<file path="src/rtl/clock_ctrl_pkg.sv">
// Shared types and sizing helpers for the clock set/run sequencer.
package clock_ctrl_pkg;

    typedef enum logic [1:0] {
        RUN      = 2'b00,
        SET_HOUR = 2'b01,
        SET_MIN  = 2'b10
    } set_mode_e;

    // Bits needed for a counter running 0..v-1; never narrower than one bit.
    function automatic int cnt_w(input int v);
        return (v <= 1) ? 1 : $clog2(v);
    endfunction

endpackage

</file>
<file path="src/rtl/btn_repeat.sv">
// Press/hold auto-repeat for one synchronised button: one event on the press edge,
// then one after HOLD_CYC held cycles, then one every REPEAT_CYC cycles until release.
module btn_repeat
    import clock_ctrl_pkg::*;
#(
    parameter int HOLD_CYC   = 25_000_000,
    parameter int REPEAT_CYC = 5_000_000
) (
    input  logic clk,
    input  logic reset,
    input  logic btn,
    input  logic enable,
    input  logic cancel,
    output logic pulse
);

    localparam int CW = cnt_w((HOLD_CYC > REPEAT_CYC) ? HOLD_CYC : REPEAT_CYC);
    localparam logic [CW-1:0] HOLD_LAST = CW'(HOLD_CYC - 1);
    localparam logic [CW-1:0] REP_LAST  = CW'(REPEAT_CYC - 1);

    logic          armed_q, armed_d;
    logic          active_q, active_d;
    logic          rep_q, rep_d;
    logic [CW-1:0] cnt_q, cnt_d;

    // armed tracks "sampled low last cycle", so a press held through reset or a
    // cancel can only fire again after a release.
    always_comb begin
        armed_d  = ~btn;
        active_d = active_q;
        rep_d    = rep_q;
        cnt_d    = cnt_q;
        pulse    = 1'b0;
        if (!btn || !enable || cancel) begin
            active_d = 1'b0;
            rep_d    = 1'b0;
            cnt_d    = '0;
        end else if (armed_q) begin
            pulse    = 1'b1;
            active_d = 1'b1;
            rep_d    = 1'b0;
            cnt_d    = '0;
        end else if (active_q) begin
            if (cnt_q == (rep_q ? REP_LAST : HOLD_LAST)) begin
                pulse = 1'b1;
                rep_d = 1'b1;
                cnt_d = '0;
            end else begin
                cnt_d = cnt_q + 1'b1;
            end
        end
    end

    always_ff @(posedge clk) begin
        if (reset) begin
            armed_q  <= 1'b0;
            active_q <= 1'b0;
            rep_q    <= 1'b0;
            cnt_q    <= '0;
        end else begin
            armed_q  <= armed_d;
            active_q <= active_d;
            rep_q    <= rep_d;
            cnt_q    <= cnt_d;
        end
    end

endmodule

</file>
<file path="src/rtl/clock_set_ctrl.sv">
// Run/set sequencer for the 12/24 h time counter: 1 Hz tick in RUN, button-driven
// hour/minute increments with auto-repeat in the set modes, plus the blink enable.
module clock_set_ctrl
    import clock_ctrl_pkg::*;
#(
    parameter int TICK_DIV   = 50_000_000,
    parameter int HOLD_CYC   = 25_000_000,
    parameter int REPEAT_CYC = 5_000_000,
    parameter int BLINK_CYC  = 25_000_000
) (
    input  logic       clk,
    input  logic       reset,
    input  logic       mode_btn,
    input  logic       up_btn,
    output logic       secs_inc,
    output logic       mins_inc,
    output logic       hours_inc,
    output logic [1:0] set_mode,
    output logic       blink
);

    localparam int TW = cnt_w(TICK_DIV);
    localparam int BW = cnt_w(BLINK_CYC);
    localparam logic [TW-1:0] TICK_LAST  = TW'(TICK_DIV - 1);
    localparam logic [BW-1:0] BLINK_LAST = BW'(BLINK_CYC - 1);

    set_mode_e     state_q, state_d;
    logic          mode_arm_q, mode_arm_d;
    logic [TW-1:0] tick_cnt_q, tick_cnt_d;
    logic [BW-1:0] blink_cnt_q, blink_cnt_d;
    logic          blink_q, blink_d;
    logic          secs_q, secs_d;
    logic          mins_q, mins_d;
    logic          hours_q, hours_d;
    logic          mode_edge;
    logic          up_en;
    logic          up_evt;

    assign mode_edge = mode_arm_q & mode_btn;
    assign up_en     = (state_q != RUN);

    btn_repeat #(
        .HOLD_CYC  (HOLD_CYC),
        .REPEAT_CYC(REPEAT_CYC)
    ) u_up_repeat (
        .clk   (clk),
        .reset (reset),
        .btn   (up_btn),
        .enable(up_en),
        .cancel(mode_edge),
        .pulse (up_evt)
    );

    always_comb begin
        state_d = state_q;
        if (mode_edge) begin
            case (state_q)
                RUN:      state_d = SET_HOUR;
                SET_HOUR: state_d = SET_MIN;
                default:  state_d = RUN;
            endcase
        end
    end

    // A mode edge restarts both the prescaler and the blink phase for the new state.
    always_comb begin
        mode_arm_d  = ~mode_btn;
        tick_cnt_d  = '0;
        secs_d      = 1'b0;
        blink_cnt_d = '0;
        blink_d     = 1'b0;
        if (state_q == RUN && !mode_edge) begin
            if (tick_cnt_q == TICK_LAST) begin
                secs_d = 1'b1;
            end else begin
                tick_cnt_d = tick_cnt_q + 1'b1;
            end
        end
        if (state_q != RUN && !mode_edge) begin
            blink_d = blink_q;
            if (blink_cnt_q == BLINK_LAST) begin
                blink_d = ~blink_q;
            end else begin
                blink_cnt_d = blink_cnt_q + 1'b1;
            end
        end
        hours_d = up_evt && (state_q == SET_HOUR);
        mins_d  = up_evt && (state_q == SET_MIN);
    end

    always_ff @(posedge clk) begin
        if (reset) begin
            state_q     <= RUN;
            mode_arm_q  <= 1'b0;
            tick_cnt_q  <= '0;
            blink_cnt_q <= '0;
            blink_q     <= 1'b0;
            secs_q      <= 1'b0;
            mins_q      <= 1'b0;
            hours_q     <= 1'b0;
        end else begin
            state_q     <= state_d;
            mode_arm_q  <= mode_arm_d;
            tick_cnt_q  <= tick_cnt_d;
            blink_cnt_q <= blink_cnt_d;
            blink_q     <= blink_d;
            secs_q      <= secs_d;
            mins_q      <= mins_d;
            hours_q     <= hours_d;
        end
    end

    assign secs_inc  = secs_q;
    assign mins_inc  = mins_q;
    assign hours_inc = hours_q;
    assign set_mode  = state_q;
    assign blink     = blink_q;

endmodule

</file>
<file path="config.mk">
export PLATFORM = sky130hd
export DESIGN_NAME = clock_set_ctrl
export DESIGN_NICKNAME = d
export VERILOG_FILES = /design/src/rtl/clock_ctrl_pkg.sv /design/src/rtl/btn_repeat.sv /design/src/rtl/clock_set_ctrl.sv
export SDC_FILE = /design/constraint.sdc
export NUM_CORES = 1
export LEC_CHECK = 0
export BUFFER_PORTS_ARGS = -buffer_cell sky130_fd_sc_hd__buf_2
export CAP_MARGIN = 20
export CORE_UTILIZATION = 39
export CTS_BUF_LIST = sky130_fd_sc_hd__clkbuf_2
export CTS_CLUSTER_DIAMETER = 40
export CTS_CLUSTER_SIZE = 40
export DETAILED_ROUTE_END_ITERATION = 8
export HOLD_SLACK_MARGIN = 0.05
export PLACE_DENSITY_LB_ADDON = 0.15
export SLEW_MARGIN = 20
export SYNTH_ARGS = -nofsm -noshare
export SYNTH_HDL_FRONTEND = slang
export SYNTH_SLANG_ARGS = --single-unit
</file>
<file path="constraint.sdc">
create_clock -name clk -period 2.1 [get_ports clk]
set_input_delay 0.525 -clock clk [delete_from_list [all_inputs] [get_ports clk]]
set_output_delay 0.525 -clock clk [all_outputs]
set_load 0.02 [all_outputs]
</file>
==> results by group <==
Clocking
  • Sink Count: 86
  • Clock Path Buffers: 2
  • Post-CTS setup buffers: 0
  • H-Tree Depth: 3
  • Reg clk slew, reported paths: 0.22 ns
  • Clk root buf: clkbuf_2
  • Post-CTS Hold Buffers: 0
  • CTS tree: done
  • Num CTS Buffers: 9
  • PostCTS Resize Cnt: 0
  • Clk Latency, worst-skew pair: between 0.5 and 0.6 ns

Power
  • Worst VDD drop: about 0.38 mV
  • Internal: slightly above 0.002 W
  • Leakage power: 1.39 nW
  • Pwr dens: about 590 nW/um^2
  • Net Switching: between 0.0006 and 0.0007 W
  • Clock network power share: 0.356
  • Switching share of total power: 0.230
  • Combinational fraction of design power: 0.023
  • Sequential fraction of design power: 0.621

Setup path
  • R2R Setup Slk: 0.14 ns
  • CP Max Fanout: 12
  • Critical path class: flop to flop
  • CP Cell Sequence: nand3_2 -> or4_4 -> or4_1 -> a21oi_1
  • RR Endpoint: tick_cnt_q[25]
  • Worst Path Required: ~2.6 ns
  • Critical path startpoint category: flop
  • WP data arrival: around 2.4 ns
  • Slowest library cell on the worst path: or4_4
  • R2R cell count: 4
  • Worst reg2reg startpoint: tick_cnt_q[2]
  • Worst setup EP type: flop
  • Largest stage delay, worst path: 0.64 ns

Timing
  • Final Hold Viols: 0
  • Max-slew violations: 0
  • RSZ-0062 raised after global routing: no
  • Setup TNS Final: 0 ns
  • Tightest Pin Transition: approximately 0.42 ns
  • Min cycle time layout: 1.96 ns
  • Highest clock rate: 509 MHz
  • Endpoints failing setup: 0
  • Max Clock Skew: roughly 0.033 ns
  • Slew headroom: 0.717
  • Fin crit share: 0.935

Status
  • Status: complete, no violations

Drt
  • Routed wire length: 8660 um
  • Drt drc: 0
  • Iter 0 DRT Violations: 122
  • Vias per cell: between 5 and 6
  • DR WL/cell: between 10 and 15 um
  • Post-route ant nets: 0
  • DR pass1 iterations: 4
  • Via count: ~3,400

Placement
  • Area post-placement: 4360 um^2
  • IO Port Bufs: 9
  • GP Congestion: roughly 0.78
  • Final HPWL DP: 6040 um

Hold path
  • Hold endpoint: mode_arm_q
  • Min-delay src: mode_btn
  • Hold Path Depth: 2
  • Worst Hold Class: input port to flop

Synth
  • Mapped Area: between 4000 and 5000 um^2
  • Syn nets: 460
  • Ys Warns: 0
  • EDFF count, synth: 0
  • Synth unique cells: 46
  • Synthesized instance count: ~450
  • Syn Area/Cell: 8.86 um^2
  • Async set-or-reset flop fraction in the synthesized netlist: 0
  • Register bit total from synthesis: 86
  • Register area share after synthesis: 0.429
  • Synth Flop Type: dfxtp_1

Die
  • Initial Util: 0.407
  • Die Height: slightly above 100 um
  • DIE WIDTH: 103 um
  • Rows: 36
  • Core Area: 9860 um^2
  • DIE AREA: roughly 11,000 um^2
  • Ports: 10

Global routing
  • Vias in the first global route: 3,179
  • Global Route Usage Sum: 0.177
  • Congestion Overflow GR: 0
  • First-pass GRT wire length: around 15,000 um
  • Largest net degree at the start of global routing: 27
  • Initial antenna violation count: 0

Final layout
  • N_diodes: 0
  • # fillers: a little under 1,000
  • Multi-input logic area: roughly 2200 um^2
  • FF/Latch Area: 1720 um^2
  • Layout area overhead: 12.0%
  • Share of layout cells above drive strength 1: 0.128
  • Number of nets in the layout: between 400 and 500
  • Final instance area: around 4500 um^2

Run
  • Max Cap Violations: 0
cells by family after synthesis:
| group | after synthesis | synth area share |
|---|---|---|
| muxes | 3 | 0.00748 |
| xor gates and xnor gates | 38 | 0.0829 |
| buffers and inverters | 26 | 0.0287 |
| DFF | 86 | 0.429 |
| adders and majority gates | 3 | 0.00935 |
| and+or+nand+nor | 219 | 0.312 |
| AOI/OAI and AO/OA | 78 | 0.131 |
layout make-up:
cell class	count	share of cell area
multi-input cells	341	0.487
inverters	7	0.00584
clock buffers	9	0.0100
clock inverters	7	0.0198
repair buffers	36	0.0579
well taps	133	0.0370
flip-flops and latches	86	0.383
cells in the final DEF (no fill, tap or decap), types with 8 or more instances in the layout:
master	count
nor3_1	19
nand4_1	30
nand2_1	26
o21ai_0	13
clkbuf_2	9
nor4_1	8
o31ai_1	19
xor2_1	22
dfxtp_1	86
a21oi_1	22
or4_1	18
and3_1	9
buf_4	26
buf_2	9
nand3_1	22
a211oi_1	12
nor2_1	39
or3_1	13
xnor2_1	16
and2_1	9
synthesized netlist by cell type (2+ instances only):
library cell | instances | area (um^2)
dfxtp_1 | 86 | 1720
nor2_1 | 39 | 146
nand4_1 | 30 | 188
nand2_1 | 26 | 97.6
a21oi_1 | 22 | 110
nand3_1 | 22 | 110
xor2_1 | 22 | 193
o31ai_1 | 20 | 150
nor3_1 | 19 | 95.1
or4_1 | 18 | 135
xnor2_1 | 16 | 140
or3_1 | 14 | 87.6
o21ai_0 | 13 | 65.1
a211oi_1 | 12 | 90.1
clkbuf_1 | 12 | 45.0
and2_1 | 9 | 56.3
and3_1 | 9 | 56.3
nor4_1 | 8 | 50.1
inv_1 | 7 | 26.3
and4_1 | 6 | 52.6
buf_2 | 5 | 25.0
nor4b_1 | 5 | 43.8
ha_1 | 3 | 37.5
mux2i_1 | 3 | 30.0
and4b_1 | 2 | 20.0
nand3b_1 | 2 | 15.0
nor4bb_1 | 2 | 20.0
o21a_1 | 2 | 15.0
or4_4 | 2 | 22.5
routing by layer:
metal,vias to the layer above,track usage,wire (um)
met5,-,0,0
met4,0,0.0358,35
met3,2,0.0531,316
met2,42,0.289,3950
met1,1644,0.231,4370
li1,1760,-,-
state kept, by name (all words and copies together) (netlist names), 2 cells and up:
signal and flops:
tick_cnt_q 26, blink_cnt_q 25, u_up_repeat.cnt_q 25, set_mode 2
worst max-delay path by stage:
stage,start,to,slack [ns],depth (start not counted)
3_3_place_gp,tick_cnt_q[0],tick_cnt_q[20],0.17,5
2_1_floorplan,u_up_repeat.cnt_q[0],u_up_repeat.cnt_q[0],0.12,6
4_1_cts,tick_cnt_q[0],tick_cnt_q[22],0.06,5
5_1_grt,tick_cnt_q[9],tick_cnt_q[25],0.002,4
3_5_place_dp,tick_cnt_q[0],tick_cnt_q[20],0.13,5
6_report,tick_cnt_q[2],tick_cnt_q[25],0.14,4
through the flow:
stage | worst slack (ns) | util | instances | hold WS, ns | power [W]
finish | 0.136 | 0.456 | 619 | 0.208 | 0.00267
global placement | 0.173 | 0.442 | 603 | 0.445 | 0.00175
floorplan | 0.124 | - | 453 | 0.426 | 0.00172
detailed placement | 0.134 | 0.442 | 603 | 0.448 | 0.00175
CTS | 0.0569 | 0.455 | 619 | 0.143 | 0.00270
global route | 0.00174 | 0.456 | 619 | 0.126 | 0.00278
critical path, delay by kind of cell, from the launching register on:
kind	cells	cell delay, ns
compound gates	1	0.14
simple gates	3	1.31
flops	1	0.48
power by group through the flow:
stage	logic [W]	clock network (W)	registers [W]
final	0.0000619	0.000950	0.00165
after global routing	0.0000707	0.00105	0.00166
after CTS	0.0000630	0.000987	0.00166
after detailed placement	0.0000629	0	0.00169
after global placement	0.0000621	0	0.00169
after floorplan	0.0000372	0	0.00169
Power figures use the tool's default switching activity.
